$ cat src/rtl/inst_fetch_unit_pkg.sv
// Purpose : shared widths, constants and vectors for the instruction-fetch stage.
// Latency : n/a (definitions only).
// Backpressure: n/a (definitions only).
package inst_fetch_unit_pkg;

  localparam int          INST_ADDR_BUS = 32;
  localparam int          INST_BUS      = 32;
  localparam logic [31:0] ZERO_WORD     = 32'h0000_0000;
  localparam logic        CHIP_ENABLE   = 1'b1;
  localparam logic        CHIP_DISABLE  = 1'b0;

  localparam logic [31:0] DEF_RESET_PC   = 32'h0000_0000;
  localparam logic [31:0] DEF_IRQ_VECTOR = 32'h8000_0004;
  localparam logic [31:0] DEF_EXC_VECTOR = 32'h8000_0008;

  // An all-zero word decodes as a nop downstream.
  localparam logic [31:0] NOP_INST = ZERO_WORD;

  // Targets are not alignment-checked; the two low bits are simply dropped.
  function automatic logic [31:0] word_align(input logic [31:0] addr);
    return addr & ~32'h0000_0003;
  endfunction

endpackage

$ cat src/rtl/inst_fetch_unit_if_id_reg.sv
// Purpose : IF/ID pipeline register with hold and bubble controls.
// Latency : 1 cycle from i_pc/i_inst to o_id_*.
// Backpressure: i_hold freezes the register; i_bubble loads a nop (valid=0).
// Ports   : clk, rst_n; i_hold, i_bubble (controls); i_pc, i_inst (fetch side);
//           o_id_pc, o_id_inst, o_id_valid (decode side).
module inst_fetch_unit_if_id_reg
  import inst_fetch_unit_pkg::*;
(
  input  logic        clk,
  input  logic        rst_n,
  input  logic        i_hold,
  input  logic        i_bubble,
  input  logic [31:0] i_pc,
  input  logic [31:0] i_inst,
  output logic [31:0] o_id_pc,
  output logic [31:0] o_id_inst,
  output logic        o_id_valid
);

  logic [INST_ADDR_BUS-1:0] r_id_pc;
  logic [INST_BUS-1:0]      r_id_inst;
  logic                     r_id_valid;

  always_ff @(posedge clk or negedge rst_n) begin
    if (!rst_n) begin
      r_id_pc    <= ZERO_WORD;
      r_id_inst  <= ZERO_WORD;
      r_id_valid <= 1'b0;
    end else if (!i_hold) begin
      // A bubble still records the PC of the squashed slot.
      r_id_pc    <= i_pc;
      r_id_inst  <= i_bubble ? NOP_INST : i_inst;
      r_id_valid <= ~i_bubble;
    end
  end

  assign o_id_pc    = r_id_pc;
  assign o_id_inst  = r_id_inst;
  assign o_id_valid = r_id_valid;

endmodule

$ cat src/rtl/inst_fetch_unit.sv
// Purpose : IF stage; owns the PC, drives the instruction ROM, fills IF/ID.
// Latency : 0 cycles PC->ROM (combinational read), 1 cycle ROM->IF/ID.
// Backpressure: stall_i holds PC and IF/ID; a redirect seen during a stall is parked.
// Ports   : clk, rst_n; rom_addr_o/rom_ce_o/rom_data_i (ROM); stall_i, redirect_i,
//           redirect_pc_i, exc_i, irq_i (control); pc_o; id_pc_o/id_inst_o/id_valid_o
//           (IF/ID); epc_o/epc_we_o (interrupt return address write).
module inst_fetch_unit #(
  parameter logic [31:0] RESET_PC   = inst_fetch_unit_pkg::DEF_RESET_PC,
  parameter logic [31:0] IRQ_VECTOR = inst_fetch_unit_pkg::DEF_IRQ_VECTOR,
  parameter logic [31:0] EXC_VECTOR = inst_fetch_unit_pkg::DEF_EXC_VECTOR
) (
  input  logic        clk,
  input  logic        rst_n,
  output logic [31:0] rom_addr_o,
  output logic        rom_ce_o,
  input  logic [31:0] rom_data_i,
  input  logic        stall_i,
  input  logic        redirect_i,
  input  logic [31:0] redirect_pc_i,
  input  logic        exc_i,
  input  logic        irq_i,
  output logic [31:0] pc_o,
  output logic [31:0] id_pc_o,
  output logic [31:0] id_inst_o,
  output logic        id_valid_o,
  output logic [31:0] epc_o,
  output logic        epc_we_o
);

  import inst_fetch_unit_pkg::*;

  logic [INST_ADDR_BUS-1:0] r_pc;
  logic [INST_ADDR_BUS-1:0] r_pend_pc;
  logic [INST_ADDR_BUS-1:0] r_epc;
  logic                     r_ce;
  logic                     r_pend_v;
  logic                     r_epc_we;

  logic [INST_ADDR_BUS-1:0] w_pc_nxt;
  logic [INST_ADDR_BUS-1:0] w_pend_pc_nxt;
  logic [INST_ADDR_BUS-1:0] w_epc_nxt;
  logic [INST_ADDR_BUS-1:0] w_redir_tgt;
  logic                     w_pend_v_nxt;
  logic                     w_epc_we_nxt;
  logic                     w_ifid_hold;
  logic                     w_ifid_bubble;
  logic                     w_irq_take;

  assign w_redir_tgt = word_align(redirect_pc_i);

  // PC[31] is the supervisor flag: no nesting. Interrupts also wait while a
  // redirect is in flight so the EPC never points at a wrong-path fetch.
  assign w_irq_take = irq_i & ~r_pc[31] & ~redirect_i & ~r_pend_v;

  always_comb begin
    w_pc_nxt      = r_pc;
    w_pend_v_nxt  = r_pend_v;
    w_pend_pc_nxt = r_pend_pc;
    w_epc_nxt     = r_epc;
    w_epc_we_nxt  = 1'b0;
    w_ifid_hold   = 1'b1;
    w_ifid_bubble = 1'b0;
    if (r_ce == CHIP_ENABLE) begin
      if (exc_i) begin
        w_pc_nxt      = EXC_VECTOR;
        w_pend_v_nxt  = 1'b0;
        w_ifid_hold   = 1'b0;
        w_ifid_bubble = 1'b1;
      end else if (w_irq_take) begin
        // The fetch at r_pc is squashed and re-executed on return via EPC.
        w_pc_nxt      = IRQ_VECTOR;
        w_epc_nxt     = r_pc;
        w_epc_we_nxt  = 1'b1;
        w_ifid_hold   = 1'b0;
        w_ifid_bubble = 1'b1;
      end else if (stall_i) begin
        // Park the target; a newer redirect overwrites an older one.
        if (redirect_i) begin
          w_pend_v_nxt  = 1'b1;
          w_pend_pc_nxt = w_redir_tgt;
        end
      end else if (r_pend_v) begin
        w_pc_nxt      = r_pend_pc;
        w_pend_v_nxt  = 1'b0;
        w_ifid_hold   = 1'b0;
        w_ifid_bubble = 1'b1;
      end else if (redirect_i) begin
        w_pc_nxt      = w_redir_tgt;
        w_ifid_hold   = 1'b0;
        w_ifid_bubble = 1'b1;
      end else begin
        w_pc_nxt      = r_pc + 32'd4;
        w_ifid_hold   = 1'b0;
      end
    end
  end

  always_ff @(posedge clk or negedge rst_n) begin
    if (!rst_n) begin
      r_pc      <= RESET_PC;
      r_ce      <= CHIP_DISABLE;
      r_pend_v  <= 1'b0;
      r_pend_pc <= ZERO_WORD;
      r_epc     <= ZERO_WORD;
      r_epc_we  <= 1'b0;
    end else begin
      r_pc      <= w_pc_nxt;
      r_ce      <= CHIP_ENABLE;
      r_pend_v  <= w_pend_v_nxt;
      r_pend_pc <= w_pend_pc_nxt;
      r_epc     <= w_epc_nxt;
      r_epc_we  <= w_epc_we_nxt;
    end
  end

  inst_fetch_unit_if_id_reg u_if_id_reg (
    .clk        (clk),
    .rst_n      (rst_n),
    .i_hold     (w_ifid_hold),
    .i_bubble   (w_ifid_bubble),
    .i_pc       (r_pc),
    .i_inst     (rom_data_i),
    .o_id_pc    (id_pc_o),
    .o_id_inst  (id_inst_o),
    .o_id_valid (id_valid_o)
  );

  // The supervisor bit selects privilege only; the ROM sees a 31-bit space.
  assign rom_addr_o = {1'b0, r_pc[30:0]};
  assign rom_ce_o   = r_ce;
  assign pc_o       = r_pc;
  assign epc_o      = r_epc;
  assign epc_we_o   = r_epc_we;

endmodule

$ cat config.mk
export PLATFORM = sky130hd
export DESIGN_NAME = inst_fetch_unit
export DESIGN_NICKNAME = d
export VERILOG_FILES = /design/src/rtl/inst_fetch_unit_pkg.sv /design/src/rtl/inst_fetch_unit_if_id_reg.sv /design/src/rtl/inst_fetch_unit.sv
export SDC_FILE = /design/constraint.sdc
export NUM_CORES = 1
export LEC_CHECK = 0
export CAP_MARGIN = 20
export CORE_MARGIN = 2
export CORE_UTILIZATION = 43
export CTS_CLUSTER_DIAMETER = 40
export DETAILED_ROUTE_END_ITERATION = 16
export GPL_TIMING_DRIVEN = 0
export PLACE_DENSITY_LB_ADDON = 0.25
export SLEW_MARGIN = 20
export SYNTH_ARGS = -nofsm -noshare
export SYNTH_HDL_FRONTEND = slang
export SYNTH_HIERARCHICAL = 1
export SYNTH_SLANG_ARGS = --single-unit
$ cat constraint.sdc
create_clock -name clk -period 2.4 [get_ports clk]
set_input_delay 0.36 -clock clk [delete_from_list [all_inputs] [get_ports clk]]
set_output_delay 0.36 -clock clk [all_outputs]
set_load 0.05 [all_outputs]
==> results.py <==
metrics = {
    "power_and_ir_drop": {
        "seqPwrFrac_pct": 37.9,
        "power_density_mw_per_mm2": 809,
        "p_comb_share_pct": 31.3,
        "peakVddDrop_uv": 580,
        "intPower_w": 0.00571,
        "leakagePower_nw": 4.95,
        "power.switching_w": 0.00309,
        "swShare_pct": 35.1,
        "p_clk_share_pct": 30.8,
    },
    "grt": {
        "first_global_vias": 6116,
        "grt_overflow": 0,
        "grt_pass1_wl_um": 33500,
        "antenna_found_initial": 0,
        "grt_max_degree": 96,
        "grt_use_total_pct": 23.4,
    },
    "clock_tree": {
        "ctsHtreeMaxLevel": 4,
        "ctsLongestPathBuffers": 2,
        "clk_pin_slew_ns": 0.06,
        "tritoncts": "built",
        "numCtsBuffers": 17,
        "insertion_delay_ns": 0.43,
        "cts_root_buf": "clkbuf_16",
        "clock_sinks": 158,
    },
    "die": {
        "dieArea_mm2": 0.0187,
        "num_rows": 48,
        "die_x_um": 137,
        "die_h_um": 137,
        "coreArea_mm2": 0.0173,
        "start_util_pct": 43.9,
        "boundaryPins": 233,
    },
    "timing": {
        "worstMarginPinSlew_ns": 0.693,
        "drv_slew": 0,
        "period_share_pct": 98.7,
        "rsz0062_at_grt": "false",
        "final.setup.worst_slack_ns": 0.0317,
        "hold_viol": 0,
        "fin_crit_ns": 2.37,
        "max_slew_margin_pct": 53.8,
        "finalSetupViolCount": 0,
        "fmax_mhz": 422,
        "skew_ns": 0.00793,
        "hold_slack_ns": 0.439,
    },
    "finish": {
        "drive_gt1_share_pct": 18.0,
        "nNetsFinal": 1051,
        "final_area_mm2": 0.0109,
        "diodes": 0,
        "synthToLayoutAreaGrowth_pct": 43.1,
    },
    "logic_synthesis": {
        "synth_area_mm2": 0.00759,
        "synthTopCellsByArea": "dfrtp_1 (52%), nand2_1 (6.5%), mux2_4 (6.3%)",
        "ys_ff_latch": 158,
        "synth_compound_gate_area_share_pct": 12.8,
        "synth_area_leader_cell": "dfrtp_1",
        "avgSynthCellArea_um2": 10.5,
        "synth-warning-count": 6,
        "synthSimpleGateAreaFrac_pct": 16.3,
        "synthDistinctLibCells": 60,
        "synth_seq_area_share_pct": 52.1,
        "synth_top_family_by_area": "simple AND/OR/NAND/NOR gates",
        "synth_adder_area_share_pct": 0.165,
        "syn_inst": 720,
        "synth_top_area_share_pct": 52.1,
        "synthMostInstantiatedCell": "dfrtp_1",
        "async_reset_ff_share_pct": 100,
        "ys.flop_type": "dfrtp_1",
        "synth.area.mux_share_pct": 10.9,
        "synthXorXnorAreaFrac_pct": 0.692,
        "synth-edff-count": 0,
        "synth_commonest_cells": "dfrtp_1 (158), nand2_1 (132), o21ai_0 (52)",
    },
    "setup_path": {
        "worstReg2RegEnd": "pc_o[18]",
        "reg2reg_setup_slack_ns": 0.03,
        "startpoint_type": "register",
        "worstReg2RegStart": "rom_ce_o",
        "cp.arrival_ns": 2.73,
        "cp_slowest_stage_delay_ns": 0.54,
        "worstPathMaxFanout": 8,
        "critical_path_required_ns": 2.76,
        "critPathKind": "register to register",
        "path_cells": "or3b_1 -> buf_2 -> nor2_2 -> nand2_1 -> or4b_1 -> nand3_1",
        "critPathSlowestCell": "or4b_1",
        "r2r.worst_path.cells": 6,
        "endpoint_kind": "register",
    },
    "drt": {
        "dr.max_layer_used": "met4",
        "ant_nets": 0,
        "drt_first_pass_iters": 5,
        "drcViolationCount": 0,
        "wl_per_cell_um": 17.9,
        "wl_met1_um": 9640,
        "wl_met3_um": 1770,
        "num_vias": 6430,
        "post_drt_via_cell_ratio": 5.28,
        "drt_iter0_drc": 617,
        "drt_wl_total_um": 21800,
        "met2_length_um": 9950,
    },
    "placed_design": {
        "gp_congestion": 0.881,
        "place_worst_setup_slack_ns": -1.01,
        "hpwl_um": 15300,
        "placed_area_mm2": 0.0102,
        "port_buffers": 223,
    },
    "hold_path": {
        "hp-class": "input pin to register",
        "hold-path-endpoint": "pc_o[3]",
        "min_path_cells": 3,
        "min_from": "exc_i",
    },
    "flow_run": {
        "cap_violations": 0,
    },
    "outcome": {
        "status": "finished, final reports clean",
    },
}
==> registers in the layout (all words and copies together), names as in the netlist <==
name / count
epc_o: 30
pc_o: 30
epc_we_o: 1
u_if_id_reg/o_id_pc: 32
u_if_id_reg/o_id_inst: 32
r_pend_pc: 30
rom_ce_o: 1
u_if_id_reg/o_id_valid: 1
r_pend_v: 1
==> timing repair <==
item	CTS	global route
buffers inserted	5	3
hold buffers	1	0
setup endpoints to repair	67	78
hold endpoints to repair	63	0
resized for setup	10	10
pin swaps	2	2
==> through the flow <==
| step | power (W) | TNS, ns | utilization, % | std cells |
|---|---|---|---|---|
| floorplan | 0.00510 | 0 | - | 728 |
| global placement | 0.00608 | -961.31 | 58.7 | 1176 |
| detailed placement | 0.00613 | -63.79 | 58.9 | 1177 |
| CTS | 0.00886 | -0.00949 | 62.6 | 1215 |
| global route | 0.00916 | 0 | 62.9 | 1218 |
| finish | 0.00880 | 0 | 62.9 | 1218 |
==> worst max-delay path: cells and delay by family, from the launching register on <==
kind	cells	cell delay (ns)
simple gates	5	1.60
buf+inv	1	0.19
flops	1	0.51
==> cells by family after synthesis <==
group | Yosys count
AO/OA/AOI/OAI | 152
flip-flops | 158
adder cells (fa/ha/maj) | 1
other | 2
AND/OR/NAND/NOR | 252
buffers and inverters | 86
multiplexers | 63
XOR/XNOR | 6
==> per-layer routing <==
| layer | GRT usage, % | vias to the layer above |
|---|---|---|
| met5 | 0 | - |
| met1 | 31.3 | 3083 |
| met3 | 6.78 | 40 |
| met2 | 36.5 | 306 |
| met4 | 7.96 | 0 |
| li1 | - | 3001 |
==> worst max-delay path by stage <==
stage                           from                        end  slack (ns)  cells past startpoint
final                       rom_ce_o                   pc_o[18]        0.03                      6
after floorplan              pc_o[3]                   pc_o[18]       0.005                      6
after detailed placement  redirect_i  u_if_id_reg/o_id_inst[10]       -1.01                     10
after CTS                 redirect_i                  epc_o[30]      -0.009                      7
after global routing        r_pend_v  u_if_id_reg/o_id_inst[13]       0.006                     10
after global placement         rst_n                    pc_o[2]       -6.30                      1
==> area by class of cell <==
| cell class | count | area (µm²) |
|---|---|---|
| Sequential cell | 158 | 3960 |
| Clock inverter | 12 | 145 |
| Multi-Input combinational cell | 484 | 3160 |
| Clock buffer | 20 | 437 |
| Tap cell | 225 | 282 |
| Inverter | 9 | 33.8 |
| Fill cell | 1443 | 6420 |
| Timing Repair Buffer | 233 | 2340 |
| Buffer | 77 | 514 |
==> power groups by stage <==
| stage | registers, W | clock network [W] | logic [W] |
|---|---|---|---|
| after detailed placement | 0.00338 | 0 | 0.00275 |
| after CTS | 0.00333 | 0.00276 | 0.00277 |
| after global placement | 0.00336 | 0 | 0.00272 |
| final | 0.00333 | 0.00271 | 0.00275 |
| after global routing | 0.00338 | 0.00289 | 0.00289 |
| after floorplan | 0.00416 | 0 | 0.000946 |
==> layout by cell type (no fill, tap or decap), types with 5 or more instances in the layout <==
master / Yosys / layout
nand3_1: 23 / 23
dfrtp_1: 158 / 156
mux2_2: 30 / 30
clkinv_2: 0 / 5
nand2b_1: 36 / 36
buf_6: 8 / 8
nand2_1: 132 / 132
conb_1: 2 / 10
clkbuf_16: 0 / 17
nor2_1: 25 / 24
buf_4: 36 / 46
a22oi_1: 11 / 11
o211ai_1: 5 / 5
a31oi_1: 8 / 8
buf_2: 13 / 12
clkbuf_1: 17 / 15
o22ai_1: 12 / 12
o21ai_0: 52 / 52
a22o_1: 12 / 12
clkdlybuf4s50_1: 0 / 218
a21oi_1: 18 / 17
nand4_1: 7 / 7
inv_1: 7 / 7
o21ai_1: 5 / 5
clkbuf_2: 1 / 6
mux2_4: 32 / 32
No activity file was read; power rests on OpenSTA's default activity.
